===== src/rtl/mux_pkg.sv =====
`default_nettype none
// +----------------------------------------------------------------------------+
// | mux_pkg : shared constants, FSM state type and lowest-set-bit helper       |
// | Revision: 1.0                                                              |
// +----------------------------------------------------------------------------+
package mux_pkg;

  localparam int NUM_CH        = 8;
  localparam int SEL_W         = 3;
  localparam int DWELL_DEFAULT = 5;

  typedef enum logic [0:0] {
    ST_IDLE = 1'b0,
    ST_SCAN = 1'b1
  } state_t;

  // Index of the lowest set bit; 0 for an empty mask.
  function automatic logic [SEL_W-1:0] lowest_set(input logic [NUM_CH-1:0] mask);
    logic [SEL_W-1:0] idx;
    idx = '0;
    for (int i = NUM_CH - 1; i >= 0; i--) begin
      if (mask[i]) idx = SEL_W'(i);
    end
    return idx;
  endfunction

endpackage
`default_nettype wire


===== src/rtl/mux_8_1_scan_if.sv =====
`default_nettype none
// +----------------------------------------------------------------------------+
// | mux_8_1_scan_if : scan-mux control, data and selected-channel bundle       |
// | Revision: 1.0   (par/par_valid present with MUX_FRAME_PARITY_EN)           |
// +----------------------------------------------------------------------------+
interface mux_8_1_scan_if;
  import mux_pkg::*;

  logic              en;
  logic [NUM_CH-1:0] ch_mask;
  logic [NUM_CH-1:0] d;
  logic              o;
  logic [SEL_W-1:0]  sel;
  logic              valid;
  logic              frame_start;
`ifdef MUX_FRAME_PARITY_EN
  logic              par;
  logic              par_valid;
`endif

  modport master (
    output en, ch_mask, d,
`ifdef MUX_FRAME_PARITY_EN
    input  par, par_valid,
`endif
    input  o, sel, valid, frame_start
  );

  modport slave (
    input  en, ch_mask, d,
`ifdef MUX_FRAME_PARITY_EN
    output par, par_valid,
`endif
    output o, sel, valid, frame_start
  );

endinterface
`default_nettype wire


===== src/rtl/ch_next_sel.sv =====
`default_nettype none
// +----------------------------------------------------------------------------+
// | ch_next_sel : next higher set bit of mask above sel, else wrap to lowest   |
// | Revision: 1.0                                                              |
// +----------------------------------------------------------------------------+
module ch_next_sel
  import mux_pkg::*;
(
  input  logic [NUM_CH-1:0] mask_i,
  input  logic [SEL_W-1:0]  sel_i,
  output logic [SEL_W-1:0]  next_sel_o,
  output logic              wrap_o
);

  // Descending scan so the last hit is the nearest set bit above sel_i.
  always_comb begin
    next_sel_o = lowest_set(mask_i);
    wrap_o     = 1'b1;
    for (int i = NUM_CH - 1; i >= 0; i--) begin
      if (mask_i[i] && (i > int'(sel_i))) begin
        next_sel_o = SEL_W'(i);
        wrap_o     = 1'b0;
      end
    end
  end

endmodule
`default_nettype wire


===== src/rtl/mux_8_1_scan.sv =====
`default_nettype none
// +----------------------------------------------------------------------------+
// | mux_8_1_scan : 8:1 scanning mux, DWELL cycles per enabled channel          |
// | Revision: 1.0   (optional frame parity: MUX_FRAME_PARITY_EN)               |
// +----------------------------------------------------------------------------+
module mux_8_1_scan
  import mux_pkg::*;
#(
  parameter int DWELL = DWELL_DEFAULT
) (
  input  logic          clk,
  input  logic          rst,
  mux_8_1_scan_if.slave bus
);

  localparam logic [7:0] LAST_CNT = 8'(DWELL - 1);

  state_t            state_q;
  logic [NUM_CH-1:0] mask_q;
  logic [SEL_W-1:0]  sel_q;
  logic              o_q;
  logic              valid_q;
  logic              fs_q;
  logic [7:0]        cnt_q;

  logic [SEL_W-1:0]  w_next_sel;
  logic [SEL_W-1:0]  w_first_sel;
  logic              w_wrap;
  logic              w_dwell_done;

  ch_next_sel u_next (
    .mask_i     (mask_q),
    .sel_i      (sel_q),
    .next_sel_o (w_next_sel),
    .wrap_o     (w_wrap)
  );

  // A new frame always begins on the lowest channel of the live mask.
  assign w_first_sel  = lowest_set(bus.ch_mask);
  assign w_dwell_done = (cnt_q == LAST_CNT);

  always_ff @(posedge clk or posedge rst) begin
    if (rst) begin
      state_q <= ST_IDLE;
      mask_q  <= '0;
      sel_q   <= '0;
      o_q     <= 1'b0;
      valid_q <= 1'b0;
      fs_q    <= 1'b0;
      cnt_q   <= '0;
    end else begin
      case (state_q)
        ST_IDLE: begin
          if (bus.en && (|bus.ch_mask)) begin
            state_q <= ST_SCAN;
            mask_q  <= bus.ch_mask;
            sel_q   <= w_first_sel;
            o_q     <= bus.d[w_first_sel];
            valid_q <= 1'b1;
            fs_q    <= 1'b1;
            cnt_q   <= '0;
          end else begin
            mask_q  <= '0;
            sel_q   <= '0;
            o_q     <= 1'b0;
            valid_q <= 1'b0;
            fs_q    <= 1'b0;
            cnt_q   <= '0;
          end
        end
        ST_SCAN: begin
          // en low wins over any pending wrap or dwell expiry.
          if (!bus.en || (w_dwell_done && w_wrap && !(|bus.ch_mask))) begin
            state_q <= ST_IDLE;
            mask_q  <= '0;
            sel_q   <= '0;
            o_q     <= 1'b0;
            valid_q <= 1'b0;
            fs_q    <= 1'b0;
            cnt_q   <= '0;
          end else if (w_dwell_done && w_wrap) begin
            mask_q  <= bus.ch_mask;
            sel_q   <= w_first_sel;
            o_q     <= bus.d[w_first_sel];
            fs_q    <= 1'b1;
            cnt_q   <= '0;
          end else if (w_dwell_done) begin
            sel_q   <= w_next_sel;
            o_q     <= bus.d[w_next_sel];
            fs_q    <= 1'b0;
            cnt_q   <= '0;
          end else begin
            o_q     <= bus.d[sel_q];
            fs_q    <= 1'b0;
            cnt_q   <= cnt_q + 8'd1;
          end
        end
        default: state_q <= ST_IDLE;
      endcase
    end
  end

  assign bus.o           = o_q;
  assign bus.sel         = sel_q;
  assign bus.valid       = valid_q;
  assign bus.frame_start = fs_q;

`ifdef MUX_FRAME_PARITY_EN
  logic w_frame_end;
  logic acc_q;
  logic par_q;
  logic par_valid_q;

  assign w_frame_end = (state_q == ST_SCAN) && (!bus.en || (w_dwell_done && w_wrap));

  // acc_q folds in each o once its cycle has been presented.
  always_ff @(posedge clk or posedge rst) begin
    if (rst) begin
      acc_q       <= 1'b0;
      par_q       <= 1'b0;
      par_valid_q <= 1'b0;
    end else if (w_frame_end) begin
      par_q       <= acc_q ^ o_q;
      par_valid_q <= 1'b1;
      acc_q       <= 1'b0;
    end else begin
      par_valid_q <= 1'b0;
      acc_q       <= (state_q == ST_SCAN) ? (acc_q ^ o_q) : 1'b0;
    end
  end

  assign bus.par       = par_q;
  assign bus.par_valid = par_valid_q;
`endif

endmodule
`default_nettype wire


===== src/flat_wrapper.sv =====
// flat-port wrapper written by rule: the top's interface ports become plain ports
module mux_8_1_scan_flat import mux_pkg::*;
#(
  parameter int DWELL = DWELL_DEFAULT
)
  (clk, rst, bus_en, bus_ch_mask, bus_d, bus_o, bus_sel, bus_valid, bus_frame_start);
  mux_8_1_scan_if bus_i ();
  input  logic clk;
  input  logic rst;
  input wire logic [$bits(bus_i.en)-1:0] bus_en;
  input wire logic [$bits(bus_i.ch_mask)-1:0] bus_ch_mask;
  input wire logic [$bits(bus_i.d)-1:0] bus_d;
  output wire logic [$bits(bus_i.o)-1:0] bus_o;
  output wire logic [$bits(bus_i.sel)-1:0] bus_sel;
  output wire logic [$bits(bus_i.valid)-1:0] bus_valid;
  output wire logic [$bits(bus_i.frame_start)-1:0] bus_frame_start;
  assign bus_i.en = bus_en;
  assign bus_i.ch_mask = bus_ch_mask;
  assign bus_i.d = bus_d;
  assign bus_o = bus_i.o;
  assign bus_sel = bus_i.sel;
  assign bus_valid = bus_i.valid;
  assign bus_frame_start = bus_i.frame_start;
  mux_8_1_scan #(.DWELL(DWELL)) u_core (.clk(clk), .rst(rst), .bus(bus_i));
endmodule

===== config.mk =====
export PLATFORM = sky130hd
export DESIGN_NAME = mux_8_1_scan_flat
export DESIGN_NICKNAME = d
export VERILOG_FILES = /design/src/rtl/mux_pkg.sv /design/src/rtl/mux_8_1_scan_if.sv /design/src/rtl/ch_next_sel.sv /design/src/rtl/mux_8_1_scan.sv /design/src/flat_wrapper.sv
export SDC_FILE = /design/constraint.sdc
export NUM_CORES = 1
export LEC_CHECK = 0
export CORE_ASPECT_RATIO = 1.5
export CORE_MARGIN = 2
export CORE_UTILIZATION = 30
export DETAILED_ROUTE_END_ITERATION = 12
export SYNTH_ARGS = -nofsm -noshare
export SYNTH_HDL_FRONTEND = slang
export SYNTH_SLANG_ARGS = --single-unit

===== constraint.sdc =====
create_clock -name clk -period 6.45 [get_ports clk]
set_clock_uncertainty 0.15 [all_clocks]
set_input_delay 1.29 -clock clk [delete_from_list [all_inputs] [get_ports clk]]
set_output_delay 1.29 -clock clk [all_outputs]
set_load 0.02 [all_outputs]

==> results.txt, run 1 <==
adder-cell share of the synthesized area: 1.47%
Final min period: 3170 ps
Setup crit start kind: primary input
Detailed Place HPWL: 3340 um
Fin Setup TNS: 0 ps
ANT nets after route: 0
drt initial violations: 55
area of the mapped netlist: 0.00170 mm^2
drt pass-1 iters: 4
Worst Hold Class: reg2reg
TritonCTS clock tree: built
Yosys cell types: 56
crit path capture type: flip-flop
clock-pin slew on the worst setup and hold paths: 80 ps
Max-cap violations: 0
Worst R2R Start: u_core.cnt_q[0]
syn_area_per_cell: 8.62 um^2
Power Total: 0.000389 W
DRC: 0
Die Height: 96.1 um
clk root buf: clkbuf_8
most area-consuming cells after synthesis: dfrtp_1, nor2b_1, mux2i_1, a21oi_1, nor2_1
Hold Crit Start: u_core.cnt_q[0]
gpl congestion: 0.869
Multi-input gate area: 0.00105 mm^2
most common flop cell mapped by yosys: dfrtp_1
Final period util: 49.2%
outcome: finished clean
Layout area overhead: 19.5%
synth cell count leaders: dfrtp_1, nor2_1, a21oi_1, nor2b_1, nand3_1
post-synth net total: 218
H-Tree Depth: 1
slew margin rel.: 40.1%
vias in the first global route: 1,506
FF-to-FF setup slack: 3790 ps
Ys Warns: 0
Static Leak: 0.832 nW
initial antenna violation count: 0
WL/cell: 14.7 um
FF+latch area: 576 um^2
Worst Max-Slew Pin Slew: 897 ps
Yosys reg bits: 23
GRT Util Overall: 14.7%
Compound-Gate Fraction of Synth Area: 24.4%
top cell type's share of synthesized area: 33.9%
post-synth top area cell: dfrtp_1
WHS Endpoint: u_core.cnt_q[0]
die area: 0.00629 mm^2
Syn Inst Count: 197
Via density: 5.41
Overflow after GRT: 0
cts bufs inserted: 3
crit path max fanout: 5
VDD IR-drop max: 0.0988 mV
WHS Path Cells: 1
CP arrival: 3170 ps
final wirelength: 4250 um
RSZ-0062 raised after global routing: false
post-route insts no fill: 289
I/O pins: 25
async set or reset register ratio after synthesis: 100%
placed insts: 285
Clock Sinks: 23
EDFF count, synth: 0
max-slew violation count: 0
main combinational cell family by area after synthesis: simple AND/OR/NAND/NOR gates
mux contribution to synthesized area: 6.71%
final setup vio count: 0
most common cell in the synthesized netlist: dfrtp_1
IO buf count: 24
PostCTS Resize Cnt: 0
num rows: 33
Max Root-Sink Buffers: 2
sequential area share after synthesis: 33.9%
share of cells above drive strength 1: 7.31%
Reg2Reg Depth: 8
worst-skew pair later-pin latency: 260 ps
critical path type: in2reg
nets@finish: 241
maximum clock rate: 315 MHz
Die X: 65.4 um
CORE AREA: 0.00545 mm^2
pin count of the biggest net entering global routing: 24
routed via count: 1,563
first-pass GRT wire length: 7220 um
post-synthesis simple-gate area fraction: 26.2%
Synth Area in XOR/XNOR: 3.10%
Fillers: 586
final hold violations: 0
Starting Density: 31.2%
cts hold-fix bufs: 0
Antenna Cells: 0
R2R Path End: u_core.mask_q[6]
Critical Path RT: 6450 ps
Pwr Density: 192 mW/mm^2
post-CTS setup buffer count: 0
## kinds of logic (layout without fill, tap and decap cells)
kind of cell | Yosys count | in the layout
AOI/OAI and AO/OA | 57 | 57
DFF | 23 | 23
buffers and inverters | 14 | 36
and+or+nand+nor | 84 | 84
adders and majority gates | 2 | 2
xor gates and xnor gates | 6 | 6
muxes | 11 | 11
## critical path, cell delays in order
cell	delay (ps)
clkdlybuf4s50_1	480
nor3_1	190
o21ai_0	240
and2_1	270
a211o_1	300
nand3b_1	70
a21boi_0	80
a221o_1	260
## report_power, final
| part | internal, W | leakage (nW) | switching [W] |
|---|---|---|---|
| Combinational | 0.0000607 | 0.502 | 0.0000653 |
| Clock | 0.0000431 | 0.0255 | 0.0000475 |
| Sequential | 0.000153 | 0.305 | 0.0000197 |
| Total | 0.000257 | 0.832 | 0.000133 |
## worst max path at each step
stage / start / to / slack, ps / depth (start not counted)
detailed placement: bus_ch_mask[0] / u_core.bus.o / 2990 / 8
floorplan: bus_ch_mask[0] / u_core.bus.o / 3700 / 7
finish: bus_ch_mask[0] / u_core.bus.o / 3280 / 8
global placement: bus_ch_mask[2] / u_core.bus.o / 3020 / 8
global route: bus_ch_mask[0] / u_core.bus.o / 3150 / 8
CTS: bus_ch_mask[0] / u_core.bus.o / 3290 / 8
## placed cells by master (no fill, tap or decap), types with 8 or more instances in the layout
cell / synthesis / routed
nand3_1: 14 / 14
dfrtp_1: 23 / 23
a21oi_1: 15 / 15
nor2b_1: 15 / 15
nand2_1: 10 / 10
nor2_1: 20 / 20
clkdlybuf4s50_1: 0 / 24
mux2i_1: 8 / 8
inv_1: 8 / 8
## metal layers
layer / vias up / share of wire [%] / GRT usage (%)
li1: 764 / - / -
met1: 750 / 43 / 17.7
met2: 41 / 50 / 25.7
met3: 8 / 4.3 / 2.22
met4: 0 / 2.0 / 6.77
met5: - / 0 / 0
## sequential cells by signal, indices dropped and copies added (netlist names)
name / flops
u_core.bus.frame_start: 1
u_core.bus.valid: 1
u_core.cnt_q: 8
u_core.bus.o: 1
u_core.bus.sel: 3
u_core.state_q: 1
u_core.mask_q: 8
## through the flow
step | hold slack [ps] | worst slack, ps | util, % | instance area [um^2]
floorplan | 335 | 3700 | - | 1700
global placement | 382 | 3020 | 36.4 | 1980
detailed placement | 379 | 2990 | 36.4 | 1980
CTS | 390 | 3290 | 37.2 | 2030
global route | 431 | 3150 | 37.2 | 2030
finish | 389 | 3280 | 37.2 | 2030
## cell type report
| class | instances | area share, % |
|---|---|---|
| inverters | 8 | 1.48 |
| flip-flops and latches | 23 | 28.4 |
| well taps | 70 | 4.32 |
| clock buffers | 3 | 2.03 |
| clock inverters | 1 | 0.247 |
| repair buffers | 24 | 11.8 |
| multi-input cells | 160 | 51.7 |
Note: power is estimated with default switching activity, not from simulation.
==> inputs of run 2 (changes only) <==
==> constraint.sdc (replaced) <==
create_clock -name clk -period 3.32 [get_ports clk]
set_clock_uncertainty 0.15 [all_clocks]
set_input_delay 0.664 -clock clk [delete_from_list [all_inputs] [get_ports clk]]
set_output_delay 0.664 -clock clk [all_outputs]
set_load 0.02 [all_outputs]
==> results.txt, run 2 (synthesis gave the netlist of run 1 again) <==
outcome: finished clean
drt pass-1 iters: 4 (unchanged)
DRC: 0 (unchanged)
Worst Max-Slew Pin Slew: 882 ps (-15.9 ps)
vias in the first global route: 1,546 (+2.7%)
drt initial violations: 73 (+33%)
Critical Path Max Stage Delay: 430 ps (-50 ps)
first-pass GRT wire length: 7230 um (+0.19%)
RSZ-0062 raised after global routing: false
Setup crit start kind: flip-flop
GRT Util Overall: 14.6% (-0.13 points)
Overflow after GRT: 0 (unchanged)
H-Tree Depth: 1 (unchanged)
Detailed Place HPWL: 3330 um (-0.34%)
pin count of the biggest net entering global routing: 24 (unchanged)
most frequent cells in the layout: clkdlybuf4s50_1, dfrtp_1, nor2_1
post-CTS setup buffer count: 0 (unchanged)
gpl congestion: 0.934 (+7.5%)
critical path type: reg2reg
WL/cell: 14.5 um (-1.7%)
CP arrival: 2620 ps (-550 ps)
crit path max fanout: 6 (+1)
routed via count: 1,561 (-0.13%)
Max Root-Sink Buffers: 2 (unchanged)
Final period util: 79.0%
maximum clock rate: 381 MHz
I/O pins: 25 (unchanged)
cts hold-fix bufs: 0 (unchanged)
Final min period: 2620 ps
Worst Hold Class: reg2reg
Max-cap violations: 0 (unchanged)
CP top delay family: compound AO/OA/AOI/OAI gates
final setup vio count: 0 (unchanged)
CP max-delay cell: dfrtp_1
num rows: 33 (unchanged)
final wirelength: 4220 um (-0.66%)
Starting Density: 31.2% (unchanged)
ANT nets after route: 0 (unchanged)
Pwr Density: 368 mW/mm^2 (+92%)
commonest non-fill, non-tap cell in the layout: clkdlybuf4s50_1
clk root buf: clkbuf_8
Power Total: 0.000754 W (+94%)
Die X: 65.4 um (unchanged)
Antenna Cells: 0 (unchanged)
Buf/Inv on CP: 1 (unchanged)
initial antenna violation count: 0 (unchanged)
Die Height: 96.1 um (unchanged)
Layout area overhead: 20.9%
slew margin rel.: 41.2% (+1.1 points)
Static Leak: 0.847 nW (+1.8%)
PostCTS Resize Cnt: 0 (unchanged)
IO buf count: 24 (unchanged)
worst-skew pair later-pin latency: 260 ps (about the same)
clock-pin slew on the worst setup and hold paths: 80 ps (about the same)
CORE AREA: 0.00545 mm^2 (unchanged)
Via density: 5.35 (-1.2%)
placed insts: 288 (+1.1%)
Fin Setup TNS: 0 ps (unchanged)
post-route insts no fill: 292 (+1.0%)
Critical Path RT: 3320 ps (-3130 ps)
Fillers: 595 (+1.5%)
crit path capture type: flip-flop
CP Cell Sequence: inv_1 -> ha_1 -> nor4b_1 -> nand3_1 -> nand3b_1 -> o21a_1 -> o311a_1 -> o2111a_1 -> a221o_1
TritonCTS clock tree: built
VDD IR-drop max: 0.179 mV (+82%)
Clock Sinks: 23 (unchanged)
share of cells above drive strength 1: 8.56% (+1.3 points)
final hold violations: 0 (unchanged)
die area: 0.00629 mm^2 (unchanged)
nets@finish: 244 (+1.2%)
cts bufs inserted: 3 (unchanged)
max-slew violation count: 0 (unchanged)
-- run 2: path summary, 6_finish.rpt --
kind,slack [ps],depth (start not counted),startpoint,end
max,700,9,u_core.cnt_q[0],u_core.bus.o
max in group asynchronous,1740,2,rst,u_core.bus.frame_start
min in group asynchronous,730,2,rst,u_core.mask_q[2]
max reg2reg,700,9,u_core.cnt_q[0],u_core.bus.o
min,350,1,u_core.bus.valid,u_core.bus.valid
min reg2reg,350,1,u_core.bus.valid,u_core.bus.valid
-- run 2: worst register-to-register path, delay by kind of cell, from the launching register on --
kind / cells / cell delay, ps
adders and majority gates: 1 / 150
and+or+nand+nor: 3 / 800
DFF: 1 / 430
AOI/OAI and AO/OA: 4 / 900
buffers and inverters: 1 / 80
-- run 2: cell type report --
type,count,area [um^2],share of cell area (%)
Multi-Input combinational cell,160,1050,51.2
Clock inverter,1,5.00,0.244
Sequential cell,23,576,28.0
Inverter,8,30.0,1.46
Tap cell,70,87.6,4.27
Clock buffer,3,41.3,2.01
Timing Repair Buffer,27,263,12.8
-- run 2: per-layer routing --
layer | track usage, % | up-vias | routed length, um | share of wire (%)
met2 | 26.8 | 36 | 2160 | 51
met1 | 17.1 | 750 | 1850 | 44
met5 | 0 | - | 0 | 0
li1 | - | 767 | - | -
met3 | 1.75 | 8 | 153 | 3.6
met4 | 5.56 | 0 | 60 | 1.4
-- run 2: stage by stage --
stage | util, % | instance area (um^2) | hold slack (ps) | setup slack (ps)
global placement | 36.8 | 2010 | 346 | 597
detailed placement | 36.8 | 2010 | 337 | 542
finish | 37.6 | 2050 | 351 | 696
floorplan | - | 1700 | 335 | 1010
global route | 37.6 | 2050 | 365 | 466
CTS | 37.6 | 2050 | 357 | 665
-- run 2: power by group --
| part | leakage [nW] | internal, W | switching (W) | total [W] |
|---|---|---|---|---|
| sequential | 0.305 | 0.000297 | 0.0000374 | 0.000335 |
| combinational | 0.516 | 0.000121 | 0.000126 | 0.000246 |
| clock | 0.0255 | 0.0000838 | 0.0000896 | 0.000173 |
